`src/rtl/keypad_debouncer_if.sv`:
```
// Signal bundle between the keypad column scanner and the key debouncer.
// The debouncer is the master: it owns scan-enable and the decoded key outputs.
interface keypad_debouncer_if;
  logic [3:0] row_stable;
  logic [3:0] col_stable;
  logic       enable_scan;
  logic [3:0] key_code;
  logic       key_valid;
  logic       key_held;

  modport master (
    input  row_stable,
    input  col_stable,
    output enable_scan,
    output key_code,
    output key_valid,
    output key_held
  );

  modport slave (
    output row_stable,
    output col_stable,
    input  enable_scan,
    input  key_code,
    input  key_valid,
    input  key_held
  );
endinterface

```
`src/rtl/keypad_debouncer.sv`:
```
// Locks onto one pressed key from the scanner's aligned row/column samples,
// debounces press and release, and reports the key as a hex code.
module keypad_debouncer #(
  parameter int unsigned DEBOUNCE_CYCLES = 20000
) (
  input  logic               clk,
  input  logic               reset,
  keypad_debouncer_if.master kp
);
  localparam int unsigned      CNT_W      = $clog2(DEBOUNCE_CYCLES);
  localparam logic [CNT_W-1:0] CNT_LAST   = CNT_W'(DEBOUNCE_CYCLES - 1);
  localparam logic [1:0]       FLUSH_LAST = 2'd2;

  typedef enum logic [1:0] {
    ST_FLUSH,
    ST_SCAN,
    ST_DEBOUNCE,
    ST_HELD
  } state_e;

  state_e           state_q;
  logic [1:0]       flush_cnt_q;
  logic [CNT_W-1:0] cnt_q;
  logic [CNT_W-1:0] cnt_d;
  logic [3:0]       cap_row_q;
  logic [3:0]       cap_col_q;
  logic             enable_scan_q;
  logic [3:0]       key_code_q;
  logic [3:0]       key_code_d;
  logic             key_valid_q;
  logic             key_held_q;

  logic sample_valid;
  logic on_cap_col;
  logic cap_row_hit;

  function automatic logic [1:0] onehot_to_idx(input logic [3:0] oh);
    return {oh[3] | oh[2], oh[3] | oh[1]};
  endfunction

  // Index is {row, col}; row 3 carries E,0,F,D.
  function automatic logic [3:0] key_map(input logic [1:0] row, input logic [1:0] col);
    logic [3:0] code;
    code = 4'h0;
    case ({row, col})
      4'h0: code = 4'h1;
      4'h1: code = 4'h2;
      4'h2: code = 4'h3;
      4'h3: code = 4'hA;
      4'h4: code = 4'h4;
      4'h5: code = 4'h5;
      4'h6: code = 4'h6;
      4'h7: code = 4'hB;
      4'h8: code = 4'h7;
      4'h9: code = 4'h8;
      4'hA: code = 4'h9;
      4'hB: code = 4'hC;
      4'hC: code = 4'hE;
      4'hD: code = 4'h0;
      4'hE: code = 4'hF;
      4'hF: code = 4'hD;
      default: code = 4'h0;
    endcase
    return code;
  endfunction

  // Ghosting and idle samples fail the one-hot test and are never captured.
  assign sample_valid = $onehot(kp.row_stable) && $onehot(kp.col_stable);
  assign on_cap_col   = (kp.col_stable == cap_col_q);
  assign cap_row_hit  = |(kp.row_stable & cap_row_q);
  assign cnt_d        = cnt_q + CNT_W'(1);
  assign key_code_d   = key_map(onehot_to_idx(cap_row_q), onehot_to_idx(cap_col_q));

  // NOTE: every register below uses <= so all branches see the pre-edge values.
  always_ff @(posedge clk) begin
    if (!reset) begin
      state_q       <= ST_FLUSH;
      flush_cnt_q   <= '0;
      cnt_q         <= '0;
      cap_row_q     <= '0;
      cap_col_q     <= '0;
      enable_scan_q <= 1'b0;
      key_code_q    <= '0;
      key_valid_q   <= 1'b0;
      key_held_q    <= 1'b0;
    end else begin
      key_valid_q <= 1'b0;
      unique case (state_q)
        ST_FLUSH: begin
          if (flush_cnt_q == FLUSH_LAST) begin
            state_q       <= ST_SCAN;
            enable_scan_q <= 1'b1;
          end else begin
            flush_cnt_q <= flush_cnt_q + 2'd1;
          end
        end

        ST_SCAN: begin
          if (sample_valid) begin
            cap_row_q <= kp.row_stable;
            cap_col_q <= kp.col_stable;
            cnt_q     <= '0;
            state_q   <= ST_DEBOUNCE;
          end
        end

        ST_DEBOUNCE: begin
          // A missing captured row wins even on the terminal count.
          if (on_cap_col && !cap_row_hit) begin
            state_q       <= ST_FLUSH;
            flush_cnt_q   <= '0;
            enable_scan_q <= 1'b0;
          end else if (cnt_q == CNT_LAST) begin
            state_q     <= ST_HELD;
            cnt_q       <= '0;
            key_code_q  <= key_code_d;
            key_valid_q <= 1'b1;
            key_held_q  <= 1'b1;
          end else begin
            cnt_q <= cnt_d;
          end
        end

        ST_HELD: begin
          if (on_cap_col && cap_row_hit) begin
            cnt_q <= '0;
          end else if (cnt_q == CNT_LAST) begin
            state_q       <= ST_FLUSH;
            flush_cnt_q   <= '0;
            enable_scan_q <= 1'b0;
            key_held_q    <= 1'b0;
          end else begin
            cnt_q <= cnt_d;
          end
        end

        default: begin
          state_q       <= ST_FLUSH;
          flush_cnt_q   <= '0;
          enable_scan_q <= 1'b0;
        end
      endcase
    end
  end

  assign kp.enable_scan = enable_scan_q;
  assign kp.key_code    = key_code_q;
  assign kp.key_valid   = key_valid_q;
  assign kp.key_held    = key_held_q;
endmodule
```
`src/flat_wrapper.sv`:
```
// flat-port wrapper written by rule: the top's interface ports become plain ports
module keypad_debouncer_flat 
#(
  parameter int unsigned DEBOUNCE_CYCLES = 20000
)
  (clk, reset, kp_row_stable, kp_col_stable, kp_enable_scan, kp_key_code, kp_key_valid, kp_key_held);
  keypad_debouncer_if kp_i ();
  input  logic clk;
  input  logic reset;
  input wire logic [$bits(kp_i.row_stable)-1:0] kp_row_stable;
  input wire logic [$bits(kp_i.col_stable)-1:0] kp_col_stable;
  output wire logic [$bits(kp_i.enable_scan)-1:0] kp_enable_scan;
  output wire logic [$bits(kp_i.key_code)-1:0] kp_key_code;
  output wire logic [$bits(kp_i.key_valid)-1:0] kp_key_valid;
  output wire logic [$bits(kp_i.key_held)-1:0] kp_key_held;
  assign kp_i.row_stable = kp_row_stable;
  assign kp_i.col_stable = kp_col_stable;
  assign kp_enable_scan = kp_i.enable_scan;
  assign kp_key_code = kp_i.key_code;
  assign kp_key_valid = kp_i.key_valid;
  assign kp_key_held = kp_i.key_held;
  keypad_debouncer #(.DEBOUNCE_CYCLES(DEBOUNCE_CYCLES)) u_core (.clk(clk), .reset(reset), .kp(kp_i));
endmodule
```
`config.mk`:
```
export PLATFORM = sky130hd
export DESIGN_NAME = keypad_debouncer_flat
export DESIGN_NICKNAME = d
export VERILOG_FILES = /design/src/rtl/keypad_debouncer_if.sv /design/src/rtl/keypad_debouncer.sv /design/src/flat_wrapper.sv
export SDC_FILE = /design/constraint.sdc
export NUM_CORES = 1
export LEC_CHECK = 0
export CELL_PAD_IN_SITES_DETAIL_PLACEMENT = 0
export CELL_PAD_IN_SITES_GLOBAL_PLACEMENT = 1
export CORE_MARGIN = 1
export CORE_UTILIZATION = 44
export CTS_CLUSTER_SIZE = 30
export DETAILED_ROUTE_END_ITERATION = 7
export MAX_ROUTING_LAYER = met4
export PLACE_DENSITY = 0.81
export SYNTH_ARGS = -nofsm -noshare
export SYNTH_HDL_FRONTEND = slang
export SYNTH_SLANG_ARGS = --single-unit
```
`constraint.sdc`:
```
create_clock -name clk -period 4.3 [get_ports clk]
set_clock_uncertainty 0.15 [all_clocks]
set_input_delay 1.075 -clock clk [delete_from_list [all_inputs] [get_ports clk]]
set_output_delay 1.075 -clock clk [all_outputs]
set_load 0.03 [all_outputs]
```
==> results by group, run 1 <==
Final layout
  – Non-Filler Instances: 310
  – Share of layout cells above drive strength 1: 0.120
  – Layout Nets: 282
  – Antenna cells: 0
  – Storage cell area: 681 sq um
  – Most frequent cells in the layout: dfxtp_1, nor2_1, nand2_1, clkdlybuf4s50_1
  – Commonest non-fill, non-tap cell in the layout: dfxtp_1
  – Fillers: 429
  – Area of the multi-input gates: 1330 sq um
  – Synth-to-Final Area Change: 14.5%

Global routing
  – Vias in the first global route: 1637
  – GRT Overall Usage: 0.209
  – First-pass GRT wire length: 7950 um
  – Largest net degree at the start of global routing: 17
  – Initial antenna violation count: 0
  – Gr ovfl total: 0

Synthesis
  – Synth top area cells: dfxtp_1, ha_1, nor2_1
  – Post-synthesis register bit count: 34
  – Netlist cell types: 56
  – Post-synth top flop: dfxtp_1
  – Async SR Flop Fraction: 0
  – Area leader, netlist: dfxtp_1
  – Warnings from Yosys: 0
  – Seq/Total Area, Yosys: 0.325
  – Mapped Area: 2090 sq um
  – Syn_nets: 264
  – Post-synth EDFFs: 0
  – Synth Area per Inst: 8.76 sq um
  – Cells after synthesis: 239
  – Area share of the largest cell type after synthesis: 0.325

Pwr
  – Net Sw Power: 0.214 mW
  – Flop pwr share: 0.471
  – P per Cell Area: 306 nW/um^2
  – Peak VDD IR: 0.101 mV
  – Pint: 0.521 mW
  – Static leakage: 0.866 nW
  – Comb pwr share: 0.186
  – Clock Power Share: 0.344
  – Sw frac: 0.291

Worst setup path
  – Levels on crit path: 10
  – Worst Setup End Kind: flop
  – Worst-path maximum fanout: 8
  – Crit-path cells: clkdlybuf4s50_1 > ha_1 > ha_1 > fa_1 > nor4b_2 > a41o_2 > o31ai_2 > or2_4 > or3_1 > a21oi_1
  – Worst reg-to-reg path cell count: 8
  – CP most frequent cell: ha_1
  – CP arrival: 4040 ps
  – Reg2reg setup slack: 2050 ps
  – Critical Path RT: 4370 ps
  – CP Buf/Inv Count: 1
  – CP top delay family: adder cells
  – CP startpoint kind: primary input
  – Setup CP Type: primary input to flop
  – CP max stage cell: clkdlybuf4s50_1
  – Max stage delay on crit path: 460 ps

Floorplan
  – Die height: 71.0 um
  – Initial Utilization: 0.468
  – Std-Cell Rows: 24
  – Chip Width: 71.0 um
  – Placeable Area: 4470 sq um
  – I/O pin count: 17
  – DIE AREA: 5040 sq um

Hold path
  – Worst hold stages: 1
  – Min-delay worst type: flop to flop

Detailed routing
  – Via-per-instance ratio: 5.66
  – Routed Antenna Nets: 0
  – 1st-iter DRT viols: 82
  – Drt pass-1 iters: 4
  – Post-Route WL: 4560 um
  – Post-route DRC: 0
  – Wire length per cell: 14.7 um
  – Via count: 1756

STA
  – Period utilisation layout: 0.923
  – Setup TNS: 0 ps
  – Final Hold Slack: 323 ps
  – Slew margin rel.: 0.622
  – Max Fclk: 252 MHz
  – Tmin final: 3970 ps
  – Unrepaired setup endpoints after global routing: no
  – Worst-Margin Slew: 567 ps
  – Slew Limit Fails: 0
  – Setup violators final: 0
  – Final hold vios: 0

Clock network
  – Sink Count: 34
  – Post-CTS setup buffer count: 0
  – Hold_buf cts: 0
  – Clock root buffer: clkbuf_8
  – H-tree Lvls: 2
  – Maximum clock insertion buffer count: 2
  – TritonCTS Buffers: 5
  – TritonCTS clock tree: built
  – Clock latency on the worst-skew pair: 290 ps
  – Clk slew on worst S/H paths: 70 ps
  – # resized after CTS: 0

Place
  – Detail Placement HPWL: 3290 um
  – GP Congestion: 0.781
  – PortBufs: 16
  – Inst Count DP: 302

Status
  – Status: completed

Flow run
  – Max cap viols: 0
routing by layer:
metal / global-route usage / share of wire / vias up / routed length [um]
li1: - / - / 909 / -
met1: 0.265 / 0.48 / 815 / 2190
met2: 0.337 / 0.48 / 26 / 2170
met3: 0.0427 / 0.031 / 6 / 143
met4: 0.0600 / 0.013 / 0 / 59
met5: - / 0 / - / 0
metrics by stage:
step	area (sq um)	util	worst slack [ps]	power, mW
2_1_floorplan	2090	-	741	0.449
3_3_place_gp	2310	0.516	149	0.486
3_5_place_dp	2310	0.516	96.0	0.488
4_1_cts	2400	0.536	334	0.740
5_1_grt	2400	0.536	203	0.774
6_report	2400	0.536	333	0.735
logic make-up (layout without fill, tap and decap cells):
family,after synthesis,in the layout,synth area share
simple gates,100,100,0.272
compound gates,52,52,0.183
flops,34,34,0.325
buf+inv,20,39,0.0418
fa+ha+maj,15,15,0.0968
mux,10,10,0.0484
xor+xnor,8,8,0.0335
final timing paths:
kind | from | to
max reg2reg | u_core.cnt_q[0] | u_core.cnt_q[12]
min | u_core.kp.key_held | u_core.kp.key_held
max | kp_col_stable[0] | u_core.cnt_q[3]
min reg2reg | u_core.kp.key_held | u_core.kp.key_held
cell usage after synthesis (all sizes together) (2+ instances only):
master / n
a211oi: 3
dfxtp: 34
a22oi: 2
nor4: 2
inv: 10
or3: 7
nand4: 3
and3: 5
a21oi: 14
xnor2: 8
nor4b: 2
a22o: 3
mux2i: 9
fa: 2
clkbuf: 5
buf: 5
ha: 13
and4: 3
o21a: 3
nor2b: 2
nor3: 11
nand3: 9
o31ai: 3
o22ai: 4
a31oi: 4
o21ai: 7
nor2: 32
nand2: 17
or2: 2
sequential cells by signal (all words and copies together) (netlist names):
| name | count |
|---|---|
| u_core.kp.key_held | 1 |
| u_core.state_q | 2 |
| u_core.cap_col_q | 4 |
| u_core.kp.key_code | 4 |
| u_core.cap_row_q | 4 |
| u_core.cnt_q | 15 |
| u_core.kp.enable_scan | 1 |
| u_core.flush_cnt_q | 2 |
| u_core.kp.key_valid | 1 |
cell type report:
cell class | count | share of cell area
clock buffer | 7 | 0.0360
timing repair buffer | 21 | 0.0824
inverter | 10 | 0.0156
sequential | 34 | 0.284
multi-input combinational | 185 | 0.553
tap | 52 | 0.0271
clock inverter | 1 | 0.00209
power groups by stage:
stage / clock, mW / sequential, mW / combinational [mW]
after detailed placement: 0 / 0.353 / 0.135
after floorplan: 0 / 0.348 / 0.101
after global routing: 0.273 / 0.348 / 0.153
after global placement: 0 / 0.353 / 0.134
final: 0.252 / 0.346 / 0.136
after CTS: 0.257 / 0.346 / 0.137
Note: power is estimated with default switching activity, not from simulation.
==> run 2, diff against run 1 <==
Settings changed: CORE_UTILIZATION 44 to 25, PLACE_DENSITY 0.81 to 0.52, SLEW_MARGIN set to 20.
==> results by group, run 2 (synthesized netlist as in run 1, its figures left out) <==
Clock network
  – # resized after CTS: 0
  – TritonCTS Buffers: 5
  – Hold_buf cts: 0
  – TritonCTS clock tree: built
  – Post-CTS setup buffer count: 0
  – Clock root buffer: clkbuf_8
  – Sink Count: 34
  – Clk slew on worst S/H paths: 70 ps
  – H-tree Lvls: 2
  – Clock latency on the worst-skew pair: 290 ps
  – Maximum clock insertion buffer count: 2

Floorplan
  – Initial Utilization: 0.256
  – Std-Cell Rows: 33
  – Die height: 93.5 um
  – Placeable Area: 8180 sq um
  – Chip Width: 93.5 um
  – DIE AREA: 8750 sq um
  – I/O pin count: 17

Final layout
  – Layout Nets: 283
  – Fillers: 889
  – Antenna cells: 0
  – Synth-to-Final Area Change: 17.3%
  – Max FFs per register: 15
  – Most frequent cells in the layout: dfxtp_1, nor2_1, nand2_1, clkdlybuf4s50_1
  – Biggest register: u_core.cnt_q
  – Area of the multi-input gates: 1330 sq um
  – Share of layout cells above drive strength 1: 0.116
  – Storage cell area: 681 sq um
  – Fin area: 2460 sq um
  – Commonest non-fill, non-tap cell in the layout: dfxtp_1
  – Non-Filler Instances: 363

Pwr
  – Total Power: 0.713 mW
  – P per Cell Area: 290 nW/um^2
  – Static leakage: 0.861 nW
  – Peak VDD IR: 0.0979 mV

Global routing
  – Gr ovfl total: 0
  – Largest net degree at the start of global routing: 16
  – First-pass GRT wire length: 9030 um
  – GRT Overall Usage: 0.136
  – Initial antenna violation count: 0
  – Vias in the first global route: 1769

Worst setup path
  – R2r endpoint: u_core.cnt_q[12]
  – Reg2Reg Launch Point: u_core.cnt_q[0]
  – Max stage delay on crit path: 460 ps
  – CP max stage cell: clkdlybuf4s50_1
  – Critical Path RT: 4370 ps
  – CP arrival: 3950 ps
  – Setup CP Type: primary input to flop
  – CP most frequent cell: ha_1
  – Reg2reg setup slack: 1970 ps
  – Worst Setup End Kind: flop
  – CP startpoint kind: primary input
  – Worst-path maximum fanout: 7
  – Crit-path cells: clkdlybuf4s50_1 > ha_1 > ha_1 > fa_1 > nor4b_2 > a41o_2 > o31ai_2 > or2_4 > or3_1 > a21oi_1
  – Worst reg-to-reg path cell count: 8

Detailed routing
  – Max layer used: met4
  – 1st-iter DRT viols: 44
  – Met2 WL: 2480 um
  – Met3 WL: 114 um
  – Via-per-instance ratio: 4.88
  – Drt pass-1 iters: 4
  – Met1 wire length: 2600 um
  – Wire length per cell: 14.4 um
  – Post-Route WL: 5240 um
  – Post-route DRC: 0
  – Routed Antenna Nets: 0
  – Via count: 1773

Status
  – Status: completed

Hold path
  – Worst hold stages: 1
  – Min-delay worst type: flop to flop
  – Worst Hold Launch: u_core.kp.key_held
  – Hold Crit Endpoint: u_core.kp.key_held

Place
  – Dpl cell area: 2380 sq um
  – Detail Placement HPWL: 3880 um
  – Inst Count DP: 356
  – GP Congestion: 0.738
  – PortBufs: 16

Flow run
  – Max cap viols: 0

STA
  – Worst-Margin Slew: 552 ps
  – Setup violators final: 0
  – Period utilisation layout: 0.903
  – Unrepaired setup endpoints after global routing: no
  – Setup TNS: 0 ps
  – Tmin final: 3880 ps
  – Final hold vios: 0
  – Slew margin rel.: 0.630
  – Final Hold Slack: 322 ps
  – Max Fclk: 258 MHz
  – Slew Limit Fails: 0
-- run 2: cell types whose count changed in the layout (fill, tap and decap cells not counted), sizes merged --
cell,previous run,this run
clkinv,1,0
buf,5,6
-- run 2: per-layer routing --
layer  vias to the layer above  GRT usage
li1                        902          -
met2                        20      0.227
met5                         -          -
met1                       847      0.167
met4                         0     0.0385
met3                         4     0.0268
-- run 2: worst max-delay path by stage --
stage	endpoint	from
2_1_floorplan	u_core.cnt_q[3]	kp_col_stable[0]
3_3_place_gp	u_core.cnt_q[3]	kp_row_stable[0]
3_5_place_dp	u_core.cnt_q[3]	kp_col_stable[0]
4_1_cts	u_core.cnt_q[3]	kp_col_stable[0]
5_1_grt	u_core.cnt_q[3]	kp_col_stable[2]
6_report	u_core.cnt_q[3]	kp_col_stable[0]
-- run 2: power breakdown --
group          internal, mW  leakage (nW)  switching [mW]
Clock                 0.112        0.0383           0.118
Combinational        0.0622         0.548          0.0739
Sequential            0.330         0.274          0.0177
-- run 2: final cells by class --
cell class,instances,area share
clock buffers,7,0.0311
multi-input cells,185,0.540
repair buffers,22,0.0835
inverters,10,0.0153
well taps,105,0.0535
flip-flops and latches,34,0.277
-- run 2: stage by stage --
step | worst slack, ps | util
final | 418 | 0.301
after global routing | 272 | 0.301
after CTS | 404 | 0.301
after detailed placement | 104 | 0.291
after global placement | 138 | 0.291
after floorplan | 741 | -
-- run 2: worst max-delay path: cells and delay by family --
family          cells  cell delay (ps)
buf+inv             1              460
compound gates      3              490
simple gates        3              960
fa+ha+maj           3              980
==> RTL edit 1 (config.mk and constraints of run 2) <==
`DEBOUNCE_CYCLES` is set to 20000 in 2 places; all go to 40000.
--- a/src/rtl/keypad_debouncer.sv
+++ b/src/rtl/keypad_debouncer.sv
@@ -2,5 +2,5 @@
 // debounces press and release, and reports the key as a hex code.
 module keypad_debouncer #(
-  parameter int unsigned DEBOUNCE_CYCLES = 20000
+  parameter int unsigned DEBOUNCE_CYCLES = 40000
 ) (
   input  logic               clk,
--- a/src/flat_wrapper.sv
+++ b/src/flat_wrapper.sv
@@ -2,5 +2,5 @@
 module keypad_debouncer_flat 
 #(
-  parameter int unsigned DEBOUNCE_CYCLES = 20000
+  parameter int unsigned DEBOUNCE_CYCLES = 40000
 )
   (clk, reset, kp_row_stable, kp_col_stable, kp_enable_scan, kp_key_code, kp_key_valid, kp_key_held);
Behaviour: no difference found for any inputs over 10 cycles, from zero or initial values and one cycle with reset low; that may be too few to reach the edited logic, so the function may still have changed.
==> RTL edit 1 against run 2 <==
  * Area after synthesis up 4.4%
  * Wire length grew 2.7%
  * Power is 11% higher
  * Setup slack got worse by 0.25 ns
  * Sequential share of layout area down 1.2 points
  * Non-clock buffer count is 6 higher
  * Sequential cell count increased by 1
  * Design area is 7.6% higher
  * Count of clock-buffer cells in the layout is 1 higher
==> RTL edit 1: results (changes against run 2) <==
** STA
- Relative slew slack :: 0.457 (was 0.630)
- Total setup violations reported at the end of the flow :: 0 (unchanged)

** Yosys
- Share of synthesized area occupied by flip-flops and latches :: 0.320 (was 0.325)
- The count of distinct cell types in the synthesized netlist is 48 (was 56).
- The number of standard cells after synthesis was 258 (was 239).
- Area contributors post-synth :: sky130_fd_sc_hd__dfxtp_1, sky130_fd_sc_hd__ha_1, sky130_fd_sc_hd__mux2i_1, sky130_fd_sc_hd__a21oi_1, sky130_fd_sc_hd__nor2_1 (was sky130_fd_sc_hd__dfxtp_1, sky130_fd_sc_hd__ha_1, sky130_fd_sc_hd__nor2_1, sky130_fd_sc_hd__mux2i_1, sky130_fd_sc_hd__xnor2_1)
- Most frequent cells after synthesis :: sky130_fd_sc_hd__dfxtp_1, sky130_fd_sc_hd__nor2_1, sky130_fd_sc_hd__a21oi_1 (was sky130_fd_sc_hd__dfxtp_1, sky130_fd_sc_hd__nor2_1, sky130_fd_sc_hd__nand2_1)
- Post-synth net total :: 283 (was 264)
- Number of flip-flops and latches in the synthesized netlist :: 35 (was 34)

** Place
- Total cell area at the placement stage :: 2530 um2 (was 2380 um2)
- The half-perimeter wire length after placement came to 3930 um (was 3880 um).
- Cells after DPL :: 381 (was 356)
- The last weighted congestion value of the routability-driven placer came to 0.748 (was 0.738).

** Global routing
- Met3 track demand over resource :: 0.0239 (was 0.0268)
- Met1 track utilization from global routing :: 0.193 (was 0.167)
- Met2 track demand over resource in global routing :: 0.191 (was 0.227)
- Wire length of the first global-routing pass :: 9160 um (was 9030 um)
- The number of global-route vias before repair was 1820 (was 1769).
- Gr usage total :: 0.135 (was 0.136)
- Maximum number of pins on one net before global-route repair :: 16 (unchanged)

** Final layout
- The number of flip-flops in the largest register is 16 (was 15).
- The count of nets after finishing was 308 (was 283).
- Layout Cells excl Fill :: 389 (was 363)
- Share of layout cells above drive strength 1 :: 0.109 (was 0.116)
- Filler instances :: 916 (was 889)

** Drt
- Routed WL :: 5380 um (was 5240 um)
- Via-to-Cell Ratio :: 4.85 (was 4.88)
- The number of violations reported at the end of detailed-routing iteration 0 is 73 (was 44).
- The iteration count of the initial detailed-routing pass is 5 (was 4).

** Power
- The areal power density over the cells came to 300 nW/um2 (was 290 nW/um2).
- The reported net switching power is 231 uW (was 209 uW).
- The leakage power figure is 0.000992 uW (was 0.000861 uW).
- The maximum vdd drop came to 0.0860 mV (was 0.0979 mV).

** Outcome
- Result of the run :: complete, no violations (unchanged)

** Min path
- Min-Delay Startpoint :: u_core.kp.key_code[0]$_SDFFE_PN0P_ (was u_core.kp.key_held$_SDFFE_PN0P_)
- The worst hold path depth came to 1 (unchanged).

** Worst setup path
- The data arrival time of the critical path is 4.16 ns (was 3.95 ns).
- FF-to-FF path depth :: 7 (was 8)
- The timing startpoint of the critical path was kp_row_stable[0] (was kp_col_stable[0]).
- The highest net fanout along the worst path is 8 (was 7).

** Clock tree
- The clock-pin slew on the worst setup and hold paths came to 0.07 ns (about the same).
- The maximum buffer depth of the clock tree is 2 (unchanged).
[RTL edit 1: changes by cell type in the layout (fill, tap and decap cells not counted), moves of 4 or more]
cell	delta
sky130_fd_sc_hd__buf_4	+6
sky130_fd_sc_hd__xor2_1	+4
sky130_fd_sc_hd__nand3_1	+4
sky130_fd_sc_hd__nor2b_1	+11
sky130_fd_sc_hd__nor2_1	-8
sky130_fd_sc_hd__or3_1	-7
sky130_fd_sc_hd__mux2i_1	+4
sky130_fd_sc_hd__a21oi_1	+5
sky130_fd_sc_hd__o21ai_0	+10
sky130_fd_sc_hd__nor4_1	+4
sky130_fd_sc_hd__a22oi_1	+4
[RTL edit 1: logic make-up after synthesis]
family | after synthesis | share of synthesized area
multiplexers | 13 | 0.0595
XOR/XNOR | 12 | 0.0481
flip-flops | 35 | 0.320
buffers and inverters | 18 | 0.0320
AND/OR/NAND/NOR | 111 | 0.279
AO/OA/AOI/OAI | 54 | 0.168
adder cells (fa/ha/maj) | 15 | 0.0927
[RTL edit 1: final cells by class]
class | instances | share of cell area
multi-input combinational | 205 | 0.541
sequential | 35 | 0.265
timing repair buffer | 28 | 0.0947
tap | 105 | 0.0497
clock buffer | 8 | 0.0379
inverter | 8 | 0.0114
[RTL edit 1: per-stage QoR]
stage / setup WS [ns] / power (uW)
2_1_floorplan: 0.327 / 480
3_3_place_gp: -0.159 / 534
3_5_place_dp: -0.197 / 533
4_1_cts: 0.118 / 808
5_1_grt: 0.0102 / 858
6_report: 0.169 / 794
[RTL edit 1: per-layer routing]
metal / routed length, um / up-vias
li1: - / 983
met1: 2960 / 878
met2: 2230 / 22
met3: 126 / 5
met4: 64 / 0
met5: 0 / -
[RTL edit 1: power by group through the flow]
stage | Combinational, uW | Sequential (uW) | Clock, uW
floorplan | 117 | 363 | 0
global placement | 164 | 370 | 0
detailed placement | 163 | 371 | 0
CTS | 165 | 363 | 280
global route | 191 | 367 | 300
finish | 164 | 362 | 267
[RTL edit 1: critical path: stages]
cell and delay, ns:
sky130_fd_sc_hd__clkdlybuf4s50_1 0.43, sky130_fd_sc_hd__ha_1 0.30, sky130_fd_sc_hd__ha_1 0.21, sky130_fd_sc_hd__fa_1 0.42, sky130_fd_sc_hd__or4b_2 0.73, sky130_fd_sc_hd__nor4_4 0.28, sky130_fd_sc_hd__a31oi_1 0.19, sky130_fd_sc_hd__and2_4 0.29
sky130_fd_sc_hd__a22oi_2 0.19, sky130_fd_sc_hd__nor2b_2 0.05
[RTL edit 1: final timing paths]
kind / end / slack, ns
setup / recovery: u_core.cnt_q[1]$_SDFFE_PN0P_ / 0.17
hold / removal: u_core.kp.key_code[0]$_SDFFE_PN0P_ / 0.36
setup reg to reg: u_core.kp.enable_scan$_SDFFE_PN0P_ / 1.55
hold reg to reg: u_core.kp.key_code[0]$_SDFFE_PN0P_ / 0.36
==> RTL edit 2 (settings of run 2) <==
Without the edit above. Re-encode `state_e` (4 states) as one-hot, 4 bits wide.
--- a/src/rtl/keypad_debouncer.sv
+++ b/src/rtl/keypad_debouncer.sv
@@ -12,9 +12,9 @@
   localparam logic [1:0]       FLUSH_LAST = 2'd2;
 
-  typedef enum logic [1:0] {
-    ST_FLUSH,
-    ST_SCAN,
-    ST_DEBOUNCE,
-    ST_HELD
+  typedef enum logic [3:0] {
+    ST_FLUSH    = 4'b0001,
+    ST_SCAN     = 4'b0010,
+    ST_DEBOUNCE = 4'b0100,
+    ST_HELD     = 4'b1000
   } state_e;
 
Check against the original RTL: no difference found for any inputs over 10 cycles, from zero or initial values and one cycle with reset low; not proved beyond that.
==> RTL edit 2 against run 2 <==
  * Combinational power decreased by 9%
  * Critical path type unchanged
  * Sequential power grew 6.3%
  * Area after synthesis rose by 4.2%
  * Setup slack lost 0.17 ns
  * Sequential cell count rose by 2
  * Largest power group unchanged
  * Wire length down 6.9%
  * Power up 4.8%
  * Design area grew 6.1%
==> RTL edit 2: results (changes against run 2) <==
** Outcome
- Result of the run :: complete, no violations (unchanged)

** Global routing
- Met1 track utilization from global routing :: 0.145 (was 0.167)
- The met3 demand-to-capacity share in global routing was 0.0239 (was 0.0268).
- Met2 track demand over resource in global routing :: 0.210 (was 0.227)
- Maximum number of pins on one net before global-route repair :: 20 (was 16)
- Wire length of the first global-routing pass :: 8380 um (was 9030 um)
- The combined global-route utilization of all metal layers came to 0.125 (was 0.136).
- Number of global-route vias before repair :: 1757 (was 1769)

** Yosys
- Area contributors post-synth :: sky130_fd_sc_hd__dfxtp_1, sky130_fd_sc_hd__ha_1, sky130_fd_sc_hd__nor2_1, sky130_fd_sc_hd__mux2i_1, sky130_fd_sc_hd__xnor2_1 (unchanged)
- The synthesized netlist net count was 257 (was 264).
- The share of the yosys chip area belonging to registers came to 0.330 (was 0.325).
- Most frequent cells after synthesis :: sky130_fd_sc_hd__dfxtp_1, sky130_fd_sc_hd__nor2_1, sky130_fd_sc_hd__nand2_1 (unchanged)
- The count of distinct cell types in the synthesized netlist came to 55 (was 56).
- The number of standard cells after synthesis came to 232 (was 239).
- The share of synthesized registers carrying an async set or reset came to 0 (unchanged).

** Worst setup path
- The endpoint of the worst-slack reg-to-reg timing path is u_core.cnt_q[14]$_SDFFE_PN0P_ (was u_core.cnt_q[12]$_SDFFE_PN0P_).
- The highest net fanout along the worst path is 11 (was 7).
- The kind of critical path is primary input to flop (unchanged).
- Data arrival time at the worst-slack endpoint :: 4.09 ns (was 3.95 ns)
- Reg-to-reg setup timing slack :: 1.82 ns (was 1.97 ns)
- Worst setup endpoint :: u_core.cnt_q[1]$_SDFFE_PN0P_ (was u_core.cnt_q[3]$_SDFFE_PN0P_)
- The slowest library cell on the worst path is sky130_fd_sc_hd__clkdlybuf4s50_1 (unchanged).

** Drt
- Routed WL :: 4880 um (was 5240 um)
- The number of violations reported at the end of detailed-routing iteration 0 came to 48 (was 44).
- Routed length per instance :: 13.4 um (was 14.4 um)
- Via-to-Cell Ratio :: 4.77 (was 4.88)

** Final layout
- Share of layout cells above drive strength 1 :: 0.167 (was 0.116)
- The final antenna diode count was 0 (unchanged).
- Number of nets in the layout :: 282 (was 283)
- Filler instances :: 895 (was 889)

** STA
- Total Negative Setup Slacks :: 0 ns (unchanged)
- The relative slew slack came to 0.626 (was 0.630).

** Power
- Peak supply drop :: 0.121 mV (was 0.0979 mV)
- NetSw :: 208 uW (was 209 uW)
- Static leakage :: 0.000976 uW (was 0.000861 uW)

** Place
- Detailed placement HPWL :: 3660 um (was 3880 um)
- Cells after DPL :: 355 (was 356)
- The last weighted congestion value of the routability-driven placer came to 0.770 (was 0.738).

** Clock tree
- The clock latency of the later-clocked register in the worst-skew pair is 0.29 ns (about the same).

** Min path
- Min-Delay Startpoint :: u_core.kp.key_code[1]$_SDFFE_PN0P_ (was u_core.kp.key_held$_SDFFE_PN0P_)
- Min-delay worst type :: flop to flop (unchanged)
-- RTL edit 2: metrics by stage --
step	hold slack, ns	cell area [um2]	setup slack [ns]
detailed placement	0.341	2510	-0.0670
floorplan	0.328	2180	0.708
CTS	0.358	2610	0.239
global placement	0.331	2510	0.0209
finish	0.349	2610	0.252
global route	0.389	2610	0.0402
-- RTL edit 2: logic make-up after synthesis --
family                   share of synthesized area
AND/OR/NAND/NOR                              0.291
AO/OA/AOI/OAI                                0.143
flip-flops                                   0.330
buffers and inverters                       0.0367
XOR/XNOR                                    0.0602
adder cells (fa/ha/maj)                     0.0929
multiplexers                                0.0459
-- RTL edit 2: power by group through the flow --
stage	registers, uW	clock network [uW]	logic [uW]
2_1_floorplan	379	0	78.2
3_3_place_gp	377	0	125
3_5_place_dp	377	0	125
4_1_cts	369	267	126
5_1_grt	373	278	140
6_report	369	254	124
-- RTL edit 2: worst min-delay path by stage --
stage	end	slack, ns	cells past startpoint
after floorplan	u_core.cnt_q[11]$_SDFFE_PN0P_	0.33	2
after global placement	u_core.kp.key_code[3]$_SDFFE_PN0P_	0.33	1
after detailed placement	u_core.kp.key_code[1]$_SDFFE_PN0P_	0.34	2
after CTS	u_core.kp.key_code[1]$_SDFFE_PN0P_	0.36	2
after global routing	u_core.kp.key_code[2]$_SDFFE_PN0P_	0.39	1
final	u_core.kp.key_code[1]$_SDFFE_PN0P_	0.35	2
-- RTL edit 2: layer usage --
metal  share of wire  routed length (um)
met3           0.021                 104
met5               0                   0
met2            0.48                2340
met1            0.48                2330
met4           0.019                  95
-- RTL edit 2: worst reg2reg max path, cell delays in order (launching register included) --
cell and delay, ns:
sky130_fd_sc_hd__dfxtp_1 0.42, sky130_fd_sc_hd__ha_1 0.25, sky130_fd_sc_hd__and4_1 0.37, sky130_fd_sc_hd__nand4_2 0.26, sky130_fd_sc_hd__a211oi_2 0.22, sky130_fd_sc_hd__buf_4 0.28, sky130_fd_sc_hd__nor2_1 0.11, sky130_fd_sc_hd__nand2_1 0.14
sky130_fd_sc_hd__o221ai_1 0.15
-- RTL edit 2: cell type report --
cell class	instances	area share
inverter	8	0.0115
timing repair buffer	28	0.0960
clock buffer	6	0.0317
tap	105	0.0504
clock inverter	2	0.00384
multi-input combinational	178	0.530
sequential	36	0.277
